$ cat src/rtl/motor_seq_ctrl.sv
// Stepper sequencing controller: STEP pulse generation with a linear period ramp and a
// dead-time before direction reversal. Optional step-position counter via MOTOR_SEQ_POS_EN.
module motor_seq_ctrl #(
    parameter int PW        = 16,
    parameter int START_PER = 200,
    parameter int MIN_PER   = 50,
    parameter int RAMP_DEC  = 10,
    parameter int PULSE_W   = 4,
    parameter int DEAD_CYC  = 20
) (
    input  logic        CLK,
    input  logic        RST,
    input  logic        EN_REQ,
    input  logic        DIR_REQ,
    input  logic        SW,
    output logic        STEP,
    output logic        DIR,
    output logic        EN,
    output logic        BUSY,
`ifdef MOTOR_SEQ_POS_EN
    output logic [15:0] POS,
`endif
    output logic [2:0]  STATE
);

    // state     | meaning
    // IDLE      | driver disabled, waiting for a run request
    // DEAD      | driver enabled, no steps, direction settling
    // RAMP_UP   | stepping, period shrinking toward MIN_PER
    // RUN       | stepping at MIN_PER
    // RAMP_DOWN | stepping, period growing toward START_PER
    typedef enum logic [2:0] {
        S_IDLE      = 3'd0,
        S_DEAD      = 3'd1,
        S_RAMP_UP   = 3'd2,
        S_RUN       = 3'd3,
        S_RAMP_DOWN = 3'd4
    } state_t;

    localparam logic [PW-1:0] START_C = PW'(START_PER);
    localparam logic [PW-1:0] PULSE_C = PW'(PULSE_W);
    localparam logic [PW-1:0] ONE_C   = PW'(1);
    localparam logic [PW-1:0] DEAD_LD = PW'((DEAD_CYC > 0) ? DEAD_CYC - 1 : 0);
    localparam logic [PW:0]   START_X = (PW+1)'(START_PER);
    localparam logic [PW:0]   MIN_X   = (PW+1)'(MIN_PER);
    localparam logic [PW:0]   DEC_X   = (PW+1)'(RAMP_DEC);

    state_t        state_q, state_d;
    logic [PW-1:0] per_q, per_d;
    logic [PW-1:0] cnt_q, cnt_d;
    logic [PW-1:0] dead_q, dead_d;
    logic          step_q, step_d;
    logic          dir_q, dir_d;
    logic          en_q, en_d;

    logic [PW:0]   per_x, per_dn_x, per_up_x;
    logic          boundary, ramp_done, keep_going;

    // Period math one bit wider so the ramp-down sum cannot wrap before the compare.
    always_comb begin
        per_x      = {1'b0, per_q};
        per_dn_x   = (per_x >= MIN_X + DEC_X) ? (per_x - DEC_X) : MIN_X;
        per_up_x   = per_x + DEC_X;
        ramp_done  = (per_up_x >= START_X);
        boundary   = (cnt_q == per_q - ONE_C);
        keep_going = EN_REQ && (DIR_REQ == dir_q);
    end

    always_comb begin
        state_d = state_q;
        per_d   = per_q;
        cnt_d   = cnt_q;
        dead_d  = dead_q;
        step_d  = 1'b0;
        dir_d   = dir_q;
        en_d    = en_q;

        if (SW) begin
            state_d = S_IDLE;
            en_d    = 1'b0;
            cnt_d   = '0;
            per_d   = START_C;
        end else begin
            case (state_q)
                S_IDLE: begin
                    en_d  = 1'b0;
                    cnt_d = '0;
                    if (EN_REQ) begin
                        en_d  = 1'b1;
                        per_d = START_C;
                        if (DIR_REQ == dir_q) begin
                            state_d = S_RAMP_UP;
                        end else begin
                            dir_d   = DIR_REQ;
                            dead_d  = DEAD_LD;
                            state_d = S_DEAD;
                        end
                    end
                end
                S_DEAD: begin
                    if (dead_q == '0) begin
                        state_d = S_RAMP_UP;
                        cnt_d   = '0;
                        per_d   = START_C;
                    end else begin
                        dead_d = dead_q - ONE_C;
                    end
                end
                S_RAMP_UP, S_RUN, S_RAMP_DOWN: begin
                    step_d = (cnt_q < PULSE_C);
                    cnt_d  = boundary ? '0 : (cnt_q + ONE_C);
                    if (boundary) begin
                        case (state_q)
                            S_RAMP_UP: begin
                                if (!keep_going) begin
                                    state_d = S_RAMP_DOWN;
                                end else begin
                                    per_d = per_dn_x[PW-1:0];
                                    if (per_dn_x == MIN_X) state_d = S_RUN;
                                end
                            end
                            S_RUN: begin
                                if (!keep_going) state_d = S_RAMP_DOWN;
                            end
                            default: begin
                                if (ramp_done) begin
                                    per_d = START_C;
                                    if (EN_REQ && (DIR_REQ != dir_q)) begin
                                        dir_d   = DIR_REQ;
                                        dead_d  = DEAD_LD;
                                        state_d = S_DEAD;
                                    end else begin
                                        en_d    = 1'b0;
                                        state_d = S_IDLE;
                                    end
                                end else if (keep_going) begin
                                    state_d = S_RAMP_UP;
                                end else begin
                                    per_d = per_up_x[PW-1:0];
                                end
                            end
                        endcase
                    end
                end
                default: begin
                    state_d = S_IDLE;
                    en_d    = 1'b0;
                end
            endcase
        end
    end

    always_ff @(posedge CLK or posedge RST) begin
        if (RST) begin
            state_q <= S_IDLE;
            per_q   <= START_C;
            cnt_q   <= '0;
            dead_q  <= '0;
            step_q  <= 1'b0;
            dir_q   <= 1'b0;
            en_q    <= 1'b0;
        end else begin
            state_q <= state_d;
            per_q   <= per_d;
            cnt_q   <= cnt_d;
            dead_q  <= dead_d;
            step_q  <= step_d;
            dir_q   <= dir_d;
            en_q    <= en_d;
        end
    end

`ifdef MOTOR_SEQ_POS_EN
    logic [15:0] pos_q, pos_d;

    // Counted on the cycle STEP rises; SW does not clear it.
    always_comb begin
        pos_d = pos_q;
        if (step_d && !step_q) pos_d = pos_q + (dir_q ? 16'd1 : 16'hFFFF);
    end

    always_ff @(posedge CLK or posedge RST) begin
        if (RST) pos_q <= '0;
        else     pos_q <= pos_d;
    end

    assign POS = pos_q;
`endif

    assign STEP  = step_q;
    assign DIR   = dir_q;
    assign EN    = en_q;
    assign BUSY  = (state_q != S_IDLE);
    assign STATE = state_q;

endmodule

$ cat config.mk
export PLATFORM = sky130hd
export DESIGN_NAME = motor_seq_ctrl
export DESIGN_NICKNAME = d
export VERILOG_FILES = /design/src/rtl/motor_seq_ctrl.sv
export SDC_FILE = /design/constraint.sdc
export NUM_CORES = 1
export LEC_CHECK = 0
export ABC_AREA = 0
export CAP_MARGIN = 20
export CELL_PAD_IN_SITES_DETAIL_PLACEMENT = 1
export CELL_PAD_IN_SITES_GLOBAL_PLACEMENT = 2
export CORE_MARGIN = 10
export CORE_UTILIZATION = 35
export CTS_BUF_LIST = sky130_fd_sc_hd__clkbuf_4
export DETAILED_ROUTE_END_ITERATION = 6
export GPL_TIMING_DRIVEN = 0
export PLACE_DENSITY_LB_ADDON = 0.25
export SLEW_MARGIN = 20
export SYNTH_ARGS = -nofsm -noshare
export SYNTH_HDL_FRONTEND = slang
export SYNTH_SLANG_ARGS = --single-unit
$ cat constraint.sdc
create_clock -name CLK -period 6.5 [get_ports CLK]
set_input_delay 1.3 -clock CLK [delete_from_list [all_inputs] [get_ports CLK]]
set_output_delay 1.3 -clock CLK [all_outputs]
set_load 0.01 [all_outputs]
* Word-level counts from Yosys, hierarchy flattened
Index checks and enable logic that the tools add are counted.
Storage, ports and cells: memories 0, input port bits 5, bits in writable memories 0, word-level logic and storage cells 111, latch bits 0, ROM bits 0, output and inout port bits 7, flip-flop bits (word level) 54
Cells by class: multiply operators 0, multiplexer cells 51, $lt $le $gt $ge 3, div/mod/pow operators 0, bitwise gates (word level) 1, add/sub/neg operators 5, shift-type cells 0, equal/unequal tests 28, reductions and logical operators 16
Operators by type and width (count):
- two-way mux 16 bit | 17
- case mux 16 bit (3 select lines) | 3
- case mux 16 bit (2 select lines) | 1
- subtractor 16 x 1 -> 16 bit, second input constant | 2
- two-way mux 3 bit | 9
- inequality test 3 bit, second input constant | 7
- adder 16 x 4 -> 17 bit, second input constant | 1
- == test 17 x 6 -> 1 bit, second input constant | 1
- >= comparator 17 x 8 -> 1 bit, second input constant | 1
- two-way mux 17 bit | 1
- subtractor 16 x 4 -> 17 bit, second input constant | 1
- adder 16 x 1 -> 16 bit, second input constant | 1
- == test 16 bit | 1
- >= comparator 16 x 6 -> 1 bit, second input constant | 1
- logical NOT 16 bit | 1
- less-than comparator 16 x 3 -> 1 bit, second input constant | 1
- inequality test 2 bit, second input constant | 8
- two-way mux 1 bit | 15
- inequality test 5 bit, second input constant | 2
- case mux 3 bit (3 select lines) | 1
- AND reduction 9 bit | 1
- inequality test 4 bit, second input constant | 2
- AND reduction 8 bit | 1
- AND reduction 7 bit | 1
- other kinds (21) | 24

* Depth between registers and ports, before layout
Gate-level depths: netlist (run 1).
depth after elaboration 9, mapped depth 12, gate-level depth less buffers 10

* Worst setup path before layout (run 1)
No wires, ideal clock.
kind reg-to-reg, from register per_q[2], to register per_q[14], setup time 0.103 ns, path buffers 2, slack 3.455 ns, clock period less this slack 3.045 ns, arrival 2.942 ns, required time 6.397 ns, cell stages (with the launch flop) 13, path through dfrtp_1 -> buf_1 -> inv_1 -> ha_1 -> nor4b_1 -> nand3_1 -> xnor2_1 -> o2111a_1 -> and4b_4 -> o211ai_4 -> or2_0 -> buf_2 -> o41ai_2
On the way: longest elaborated chain between the ends 7, elaborated cells between the ends (all ways) 17, classes of those cells add/sub: 3; order compare: 2; eq/ne: 3; mux: 8; reduce/logical: 1
Ends and longest elaborated chain:
- from (decl) | RTL line 49 | logic [PW-1:0] per_q, per_d;
- from (signal assigned) | RTL line 164 | per_q <= per_d;
- adder 16 x 4 -> 17 bit, or another cell as far along | RTL line 63 | per_up_x = per_x + DEC_X;
- >= comparator 17 x 8 -> 1 bit, or another cell as far along | RTL line 64 | ramp_done = (per_up_x >= START_X);
- two-way mux 16 bit, on equally long branches | RTL line 126, 115
- case mux 16 bit (2 select lines) | RTL line 113 | case (state_q)
- two-way mux 16 bit | RTL line 112 | if (boundary) begin
- case mux 16 bit (3 select lines) | RTL line 84 | case (state_q)
- two-way mux 16 bit | RTL line 78 | if (SW) begin
Parallel ways exist; a longest one is shown, timed or not. The select of a mux whose other input is x is not followed. A chain may end at the register's enable or synchronous reset.

* Worst setup path in the final report (run 1)
from register per_q[2], to register dead_q[0]
On the way: longest elaborated chain between the ends 4, elaborated cells between the ends (all ways) 7, classes of those cells add/sub: 2; order compare: 1; eq/ne: 3; reduce/logical: 1
Ends and longest elaborated chain:
- adder 16 x 4 -> 17 bit or subtractor 16 x 1 -> 16 bit (tied branches) | RTL line 63, 65
- >= comparator 17 x 8 -> 1 bit or == test 16 bit (tied branches) | RTL line 64, 65
- inequality test 2 bit (no line)
- AND reduction 9 bit (no line) *
- to (signal assigned) | RTL line 158 | dead_q <= '0;
- to (signal assigned) | RTL line 166 | dead_q <= dead_d;
- to (decl) | RTL line 51 | logic [PW-1:0] dead_q, dead_d;
Mark *: on every way between the ends. The rest lies on a longest branch, timed or not.

==> impl_metrics.ini, run 1 <==
[run_status]
status = finished, final reports clean

[logic_synthesis]
synth_top_flop_cell = dfrtp_1
async_flop_share_pct = 100
ys_seq_area_share_pct = 32.0
netlist_instances = 523
yosysWarnings = 0
synth_area_leaders = dfrtp_1 30%, xnor2_1 5.2%, nor2_1 4.4%
syn_nets = 533
synth_edf_count = 0
syn-cell-area_um2 = 4230
synth-seq-cells = 54
synth_top_area_share_pct = 30.2
yosys.area.top_type = dfrtp_1
synth_area_per_cell_um2 = 8.09
synth_cell_types = 67

[pwr]
p_leak_nw = 1.80
ir_drop_uv = 171
power_density_nw_per_um2 = 333

[timing]
fin_crit_sh_pct = 62.4
fin_setup_tns_ns = 0
slew_violations = 0
fmax_mhz = 247
timing.final.ws_setup_ns = 2.45
rsz0062_at_grt = false
worst_hold_slack_ns = 0.512
maxSlewHeadroom_pct = 40.2
worst_pin_slew_ns = 0.890
setup_viol = 0
fin_skew_ns = 0.0196
hold_violations = 0
fin_crit_ns = 4.05

[finish]
final_area_um2 = 4610
final_common_cell = dfrtp_1
syn2layout_area_growth_pct = 9.08
fin_cells = 689
diodes = 0
drive_above_1_share_pct = 6.64
fin_nets = 551
final_cell_mix = 51 x dfrtp_1, 50 x nor2_1, 34 x nand2_1

[clock_network]
postCtsSetupBuffers = 0
path_clk_slew_ns = 0.17
htreeDepth = 2
clock-sinks = 54
clk_latency_ns = 0.44
clockBufferDepth = 2
cts_buffers = 5
cts-root-buf = clkbuf_4
post_cts_resized = 0
tritoncts = done
hold_buffers = 0

[detailed_routing]
via_count = 4114
dr.first_iter.drc_count = 239
route.detailed.drc = 0
drtPass1Iterations = 5
routedWlPerCell_um = 20.4
ant_nets = 0
drt-total-wl_um = 14100
routed_via_density = 5.97

[placement]
io_buffers = 10
gp_congestion = 0.808
place_ws_ns = 2.46
placed_area_um2 = 4540
dp_hpwl_um = 10400
dpl.cell_count = 681

[setup_path]
r2r_start = per_q[2]
slowest_delay_ns = 0.71
crit_path_max_fanout = 10
startpoint = per_q[2]
regToRegEndpoint = dead_q[0]
cp_slowest_cell = nor4b_1
required_ns = 6.83
cp-endpoint = dead_q[0]
r2r_setup_slack_ns = 2.45
path_class = reg -> reg
r2r_cells = 12
cp-end-kind = register
critPathBufInv = 3
critical_path.cell_chain = buf_1 -> inv_1 -> ha_1 -> nor4b_1 -> nand3_1 -> xnor2_1 -> o2111a_1 -> and4b_4 -> a21oi_1 -> nand2b_1 -> buf_2 -> o21ai_0
crit_family = simple AND/OR/NAND/NOR gates
cp-start-kind = register
cp.arrival_ns = 4.38
cp.depth = 12

[die]
rows = 40
dieWidth_um = 130
die_area_um2 = 16900
die_y_um = 130
core_area_um2 = 11900
start_util_pct = 35.5
ios = 12

[grt]
grt_util_all_layers_pct = 17.0
overflow = 0
grt_pass1_wl_um = 22800
grt_pass1_vias = 4047
grt_max_degree = 33
antenna_found_initial = 0

[flow_run]
maxCapViolCount = 0

[min_path]
hold_path_class = reg -> reg
==> registers in the layout, summed over array words and instances, names as in the netlist <==
signal	flops
per_q	16
STEP	1
DIR	1
STATE	3
EN	1
dead_q	16
cnt_q	16
==> worst min-delay path by stage <==
stage | slack [ns] | cells after the start | start | to
final | 0.51 | 1 | dead_q[11] | dead_q[11]
after global routing | 0.55 | 1 | dead_q[11] | dead_q[11]
after CTS | 0.52 | 1 | dead_q[11] | dead_q[11]
after detailed placement | 0.50 | 1 | dead_q[11] | dead_q[11]
after global placement | 0.47 | 1 | dead_q[11] | dead_q[11]
after floorplan | 0.45 | 1 | dead_q[11] | dead_q[11]
==> through the flow <==
step,util (%),total power (W)
after floorplan,-,0.00106
after global placement,37.9,0.00130
after detailed placement,38.1,0.00132
after CTS,38.7,0.00154
after global routing,38.7,0.00166
final,38.7,0.00153
==> cell usage after synthesis (3+ instances only) <==
library cell  count
a211o_1           5
a21o_1            9
a21oi_1          22
a31oi_1          10
a41oi_1           3
and2_1            5
and3_1           10
buf_1             5
buf_2             5
clkbuf_1         28
dfrtp_1          51
dfstp_2           3
ha_1              5
inv_1            17
mux2_2            3
nand2_1          34
nand2b_1          8
nand3_1          25
nand4_1          11
nor2_1           50
nor2b_1           7
nor3_1           23
nor3b_1           4
nor4_1            8
nor4b_1           4
o211ai_1          8
o21a_1            5
o21ai_0          25
o22a_1            3
o22ai_1           3
o31ai_1          17
o41ai_2           3
or2_2             5
or3_1            14
or4_1             3
xnor2_1          25
xor2_1           19
==> cells by family (layout without fill, tap and decap cells) <==
family / after synthesis / in the layout / share of synthesized area [%]
xor+xnor: 44 / 44 / 9.11
mux: 4 / 4 / 1.04
simple gates: 222 / 222 / 27.8
fa+ha+maj: 5 / 5 / 1.48
buf+inv: 57 / 76 / 5.38
compound gates: 137 / 137 / 23.1
flops: 54 / 54 / 32.0
==> power by group <==
| group | total, W | switching, W | internal (W) |
|---|---|---|---|
| logic | 0.000834 | 0.000525 | 0.000309 |
| clock network | 0.000209 | 0.000130 | 0.0000797 |
| registers | 0.000492 | 0.0000873 | 0.000404 |
| total | 0.00153 | 0.000741 | 0.000793 |
==> area by class of cell <==
class	instances	area (um^2)
Clock inverter	3	40.0
Buffer	39	160
Fill cell	1472	7300
Tap cell	147	184
Clock buffer	5	37.5
Multi-Input combinational cell	412	2650
Timing Repair Buffer	11	120
Inverter	18	70.1
Sequential cell	54	1360
==> worst reg2reg max path, delay by kind of cell (launching register included) <==
family / cells / cell delay (ns)
compound gates: 3 / 0.73
xor+xnor: 1 / 0.18
fa+ha+maj: 1 / 0.33
buf+inv: 3 / 0.83
flops: 1 / 0.48
simple gates: 4 / 1.39
==> metal layers <==
| layer | part of all wire (%) | global-route usage [%] | vias up | routed length, um |
|---|---|---|---|---|
| li1 | - | - | 1958 | - |
| met1 | 51 | 25.0 | 2075 | 7190 |
| met2 | 44 | 25.3 | 69 | 6170 |
| met3 | 3.9 | 3.16 | 12 | 553 |
| met4 | 1.1 | 3.51 | 0 | 148 |
| met5 | 0 | 0 | - | 0 |
No activity file was read; power rests on OpenSTA's default activity.
==> run 2: changes to the inputs <==
==> constraint.sdc (replaced) <==
create_clock -name CLK -period 3.8 [get_ports CLK]
set_input_delay 0.76 -clock CLK [delete_from_list [all_inputs] [get_ports CLK]]
set_output_delay 0.76 -clock CLK [all_outputs]
set_load 0.01 [all_outputs]
==> impl_metrics.ini, run 2 (synthesized netlist as in run 1, its figures left out) <==
[timing]
fin_crit_sh_pct = 93.6
fmax_mhz = 281
hold_violations = 0
worst_hold_slack_ns = 0.513
rsz0062_at_grt = false
fin_skew_ns = 0.0186
worst_pin_slew_ns = 0.857
fin_crit_ns = 3.55
slew_violations = 0
setup_viol = 0
maxSlewHeadroom_pct = 42.4

[pwr]
p_sw_share_pct = 48.3
ir_drop_uv = 293
combPwrFrac_pct = 54.0
p_int_w = 0.00137
switchingPower_w = 0.00128
total_power_w = 0.00265
p_clk_share_pct = 13.6
pwr-share-seq_pct = 32.4
p_leak_nw = 1.83
power_density_nw_per_um2 = 569

[setup_path]
cp-start-kind = register
crit_path_max_fanout = 10
cp_slowest_cell = dfrtp_1
cp.arrival_ns = 3.90
cp-end-kind = register
critical_path.cell_chain = clkbuf_2 -> inv_1 -> ha_1 -> nor4b_4 -> nand3_1 -> xnor2_1 -> o2111a_1 -> and4b_4 -> a21oi_2 -> nand2b_1 -> buf_2 -> a21o_1
path_class = reg -> reg
slowest_delay_ns = 0.51
required_ns = 4.15

[flow_run]
maxCapViolCount = 0

[detailed_routing]
route.detailed.drc = 0
dr.first_iter.drc_count = 244
routed_via_density = 6.03
drtPass1Iterations = 4
ant_nets = 0
drt-total-wl_um = 14100
routedWlPerCell_um = 20.5
via_count = 4147

[finish]
final_common_cell = dfrtp_1
final_cell_mix = 51 x dfrtp_1, 50 x nor2_1, 34 x nand2_1
diodes = 0
fin_cells = 688
fin_nets = 550
drive_above_1_share_pct = 9.06
syn2layout_area_growth_pct = 10.0
largestRegisters = cnt_q (16), dead_q (16), per_q (16)

[clock_network]
cts_buffers = 5
clock-sinks = 54
path_clk_slew_ns = 0.17
clk_latency_ns = 0.45
cts-root-buf = clkbuf_4
clockBufferDepth = 2
htreeDepth = 2
tritoncts = done
hold_buffers = 0

[die]
core_area_um2 = 11900
dieWidth_um = 130
die_y_um = 130
start_util_pct = 35.5
ios = 12
die_area_um2 = 16900
rows = 40

[placement]
dpl.cell_count = 681
dp_hpwl_um = 10400
gp_congestion = 0.808
io_buffers = 10

[grt]
grt_max_degree = 33
antenna_found_initial = 0
grt_pass1_vias = 4052
overflow = 0
grt_pass1_wl_um = 22900
grt_util_all_layers_pct = 17.1

[min_path]
hold_path_class = reg -> reg

[run_status]
status = finished, final reports clean
## run 2: changes by cell type in the layout (fill, tap and decap cells not counted), sizes merged
cell      previous run  this run
buf                 12        10
clkinvlp             0         1
clkinv               3         2
clkbuf              33        34
## run 2: final cells by class
class / count / area [um^2]
flip-flops and latches: 54 / 1360
plain buffers: 38 / 166
inverters: 18 / 73.8
well taps: 147 / 184
clock inverters: 3 / 40.0
multi-input cells: 412 / 2680
repair buffers: 11 / 120
fillers: 1463 / 7260
clock buffers: 5 / 37.5
## run 2: per-stage QoR
step | util [%] | TNS (ns) | setup WS [ns] | cell area, um^2
CTS | 38.8 | 0 | 0.0954 | 4620
global placement | 37.9 | -1.24 | -0.116 | 4510
floorplan | - | 0 | 0.755 | 4230
global route | 39.1 | 0 | 0.0308 | 4650
detailed placement | 38.1 | -4.72 | -0.237 | 4540
finish | 39.1 | 0 | 0.245 | 4650
## run 2: power by group through the flow
stage | clock (W) | combinational [W] | sequential, W
floorplan | 0 | 0.000995 | 0.000812
global placement | 0 | 0.00139 | 0.000842
detailed placement | 0 | 0.00141 | 0.000850
CTS | 0.000369 | 0.00143 | 0.000840
global route | 0.000393 | 0.00159 | 0.000885
finish | 0.000360 | 0.00143 | 0.000860
## run 2: per-layer routing
metal	global-route usage (%)	wire length, um	vias to the layer above
li1	-	-	1955
met1	25.1	7100	2104
met2	25.3	6260	78
met3	3.16	606	10
met4	3.51	116	0
met5	0	0	-
## run 2: final timing paths
check | from | to | slack (ns) | cells past startpoint
min reg2reg | dead_q[11] | dead_q[11] | 0.51 | 1
min | dead_q[11] | dead_q[11] | 0.51 | 1
max reg2reg | per_q[2] | dead_q[6] | 0.25 | 12
min in group asynchronous | RST | per_q[8] | 0.60 | 2
max | per_q[2] | dead_q[6] | 0.25 | 12
max in group asynchronous | RST | dead_q[7] | 2.70 | 3
## run 2: critical path: cells and delay by family, from the launching register on
family	cells	cell delay [ns]
buffers and inverters	3	0.75
AOI/OAI and AO/OA	3	0.54
DFF	1	0.51
adders and majority gates	1	0.34
xor gates and xnor gates	1	0.22
and+or+nand+nor	4	1.11
## run 2: what timing repair did
action	in CTS	in global routing
setup buffers	0	0
resized for setup	2	18
pin swaps	0	0
setup endpoints to repair	40	43
==> run 3: changes to the inputs <==
--- a/config.mk
+++ b/config.mk
@@ -15,6 +15,7 @@
 export DETAILED_ROUTE_END_ITERATION = 6
 export GPL_TIMING_DRIVEN = 0
 export PLACE_DENSITY_LB_ADDON = 0.25
+export SETUP_SLACK_MARGIN = 0.5
 export SLEW_MARGIN = 20
 export SYNTH_ARGS = -nofsm -noshare
 export SYNTH_HDL_FRONTEND = slang
==> impl_metrics.ini, run 3 (synthesized netlist as in run 1, its figures left out) <==
[run_status]
status = finished, final reports clean

[finish]
largestRegisters = cnt_q (16), dead_q (16), per_q (16)
final_area_um2 = 4820
final_cell_mix = 50 x dfrtp_1, 49 x nor2_1, 34 x nand2_1
syn2layout_area_growth_pct = 14.0
final_common_cell = dfrtp_1
drive_above_1_share_pct = 13.5
diodes = 0
fin_nets = 559

[die]
die_y_um = 130
start_util_pct = 35.5
ios = 12
core_area_um2 = 11900
rows = 40
die_area_um2 = 16900
dieWidth_um = 130

[setup_path]
slowest_delay_ns = 0.52
cp-end-kind = register
cp.arrival_ns = 3.51
required_ns = 4.15
crit_path_max_fanout = 10
cp_slowest_cell = or4_4
critical_path.cell_chain = clkbuf_2 -> or3_1 -> or4_4 -> a21o_1 -> a21oi_1 -> and4b_4 -> nand2b_1 -> clkbuf_4 -> o211ai_1 -> o21a_1
crit_family = simple AND/OR/NAND/NOR gates
path_class = reg -> reg
cp-start-kind = register
critPathBufInv = 2

[timing]
fin_crit_ns = 3.15
timing.final.ws_setup_ns = 0.646
fin_skew_ns = 0.0208
fin_setup_tns_ns = 0
worst_pin_slew_ns = 0.921
rsz0062_at_grt = true
hold_violations = 0
slew_violations = 0
setup_viol = 0
fin_crit_sh_pct = 83.0
fmax_mhz = 317
maxSlewHeadroom_pct = 38.1
worst_hold_slack_ns = 0.509

[grt]
grt_util_all_layers_pct = 17.2
grt_util_met2_pct = 25.6
grt_pass1_vias = 4085
grtUsageMet3_pct = 3.16
grt_max_degree = 33
busiest_layer = met2
antenna_found_initial = 0
grt_pass1_wl_um = 23000
grt_util_met1_pct = 25.1
overflow = 0

[clock_network]
htreeDepth = 2
tritoncts = done
clock-sinks = 54
hold_buffers = 0
cts_buffers = 5
path_clk_slew_ns = 0.19
clk_latency_ns = 0.44
cts-root-buf = clkbuf_4
clockBufferDepth = 2

[placement]
place_ws_ns = -0.237
gp_congestion = 0.808
io_buffers = 10
placed_area_um2 = 4540
dp_hpwl_um = 10400

[pwr]
power_density_nw_per_um2 = 572
p_leak_nw = 1.92
ir_drop_uv = 295

[detailed_routing]
routed_via_density = 5.97
via_count = 4161
drt-total-wl_um = 14300
ant_nets = 0
dr.first_iter.drc_count = 279
drtPass1Iterations = 4
routedWlPerCell_um = 20.5
route.detailed.drc = 0

[min_path]
hold_path_class = reg -> reg

[flow_run]
maxCapViolCount = 0
-- run 3: cell types whose count changed in the layout (fill, tap and decap cells not counted), moves of 2 or more --
cell      change
ha_1          -2
nor4_4        +2
nor4_1        -2
buf_4         +9
inv_1         -2
clkbuf_1      -3
-- run 3: final timing paths --
| check | from | end | slack, ns | cells past startpoint |
|---|---|---|---|---|
| worst max-delay path | per_q[8] | cnt_q[5] | 0.65 | 10 |
| worst max register to register | per_q[8] | cnt_q[5] | 0.65 | 10 |
| worst min register to register | dead_q[11] | dead_q[11] | 0.51 | 1 |
| min in group asynchronous | RST | per_q[8] | 0.60 | 2 |
| max in group asynchronous | RST | dead_q[9] | 2.69 | 3 |
| worst min-delay path | dead_q[11] | dead_q[11] | 0.51 | 1 |
-- run 3: what timing repair did --
action / in CTS / in global routing
endpoints found under the setup margin: 53 / 48
pin swaps: 0 / 3
resized for setup: 25 / 18
setup buffers: 0 / 8
-- run 3: stage by stage --
step	util, %	instances	total power [W]
2_1_floorplan	-	523	0.00181
3_3_place_gp	37.9	680	0.00223
3_5_place_dp	38.1	681	0.00226
4_1_cts	39.4	689	0.00269
5_1_grt	40.5	697	0.00297
6_report	40.5	697	0.00276
-- run 3: where the power goes --
part | internal [W] | leakage, nW | switching [W] | total [W]
registers | 0.000693 | 0.715 | 0.000150 | 0.000843
logic | 0.000608 | 1.16 | 0.000946 | 0.00155
clock network | 0.000136 | 0.0450 | 0.000221 | 0.000358
-- run 3: worst reg2reg max path: cells and delay by family (launching register included) --
kind,cells,cell delay [ns]
buffers and inverters,2,0.51
AND/OR/NAND/NOR,4,1.56
AO/OA/AOI/OAI,4,0.58
flip-flops,1,0.41
-- run 3: cell type report --
cell class                 count  area [um^2]
fill                        1455         7090
multi-input combinational    412         2770
sequential                    54         1360
tap                          147          184
timing repair buffer          19          180
buffer                        39          180
inverter                      18         73.8
clock inverter                 3         40.0
clock buffer                   5         37.5
-- run 3: metal layers --
layer	part of all wire, %	wire length, um	vias up
met2	44	6250	73
li1	-	-	1981
met5	0	0	-
met4	1.1	159	0
met3	3.7	522	14
met1	51	7350	2093
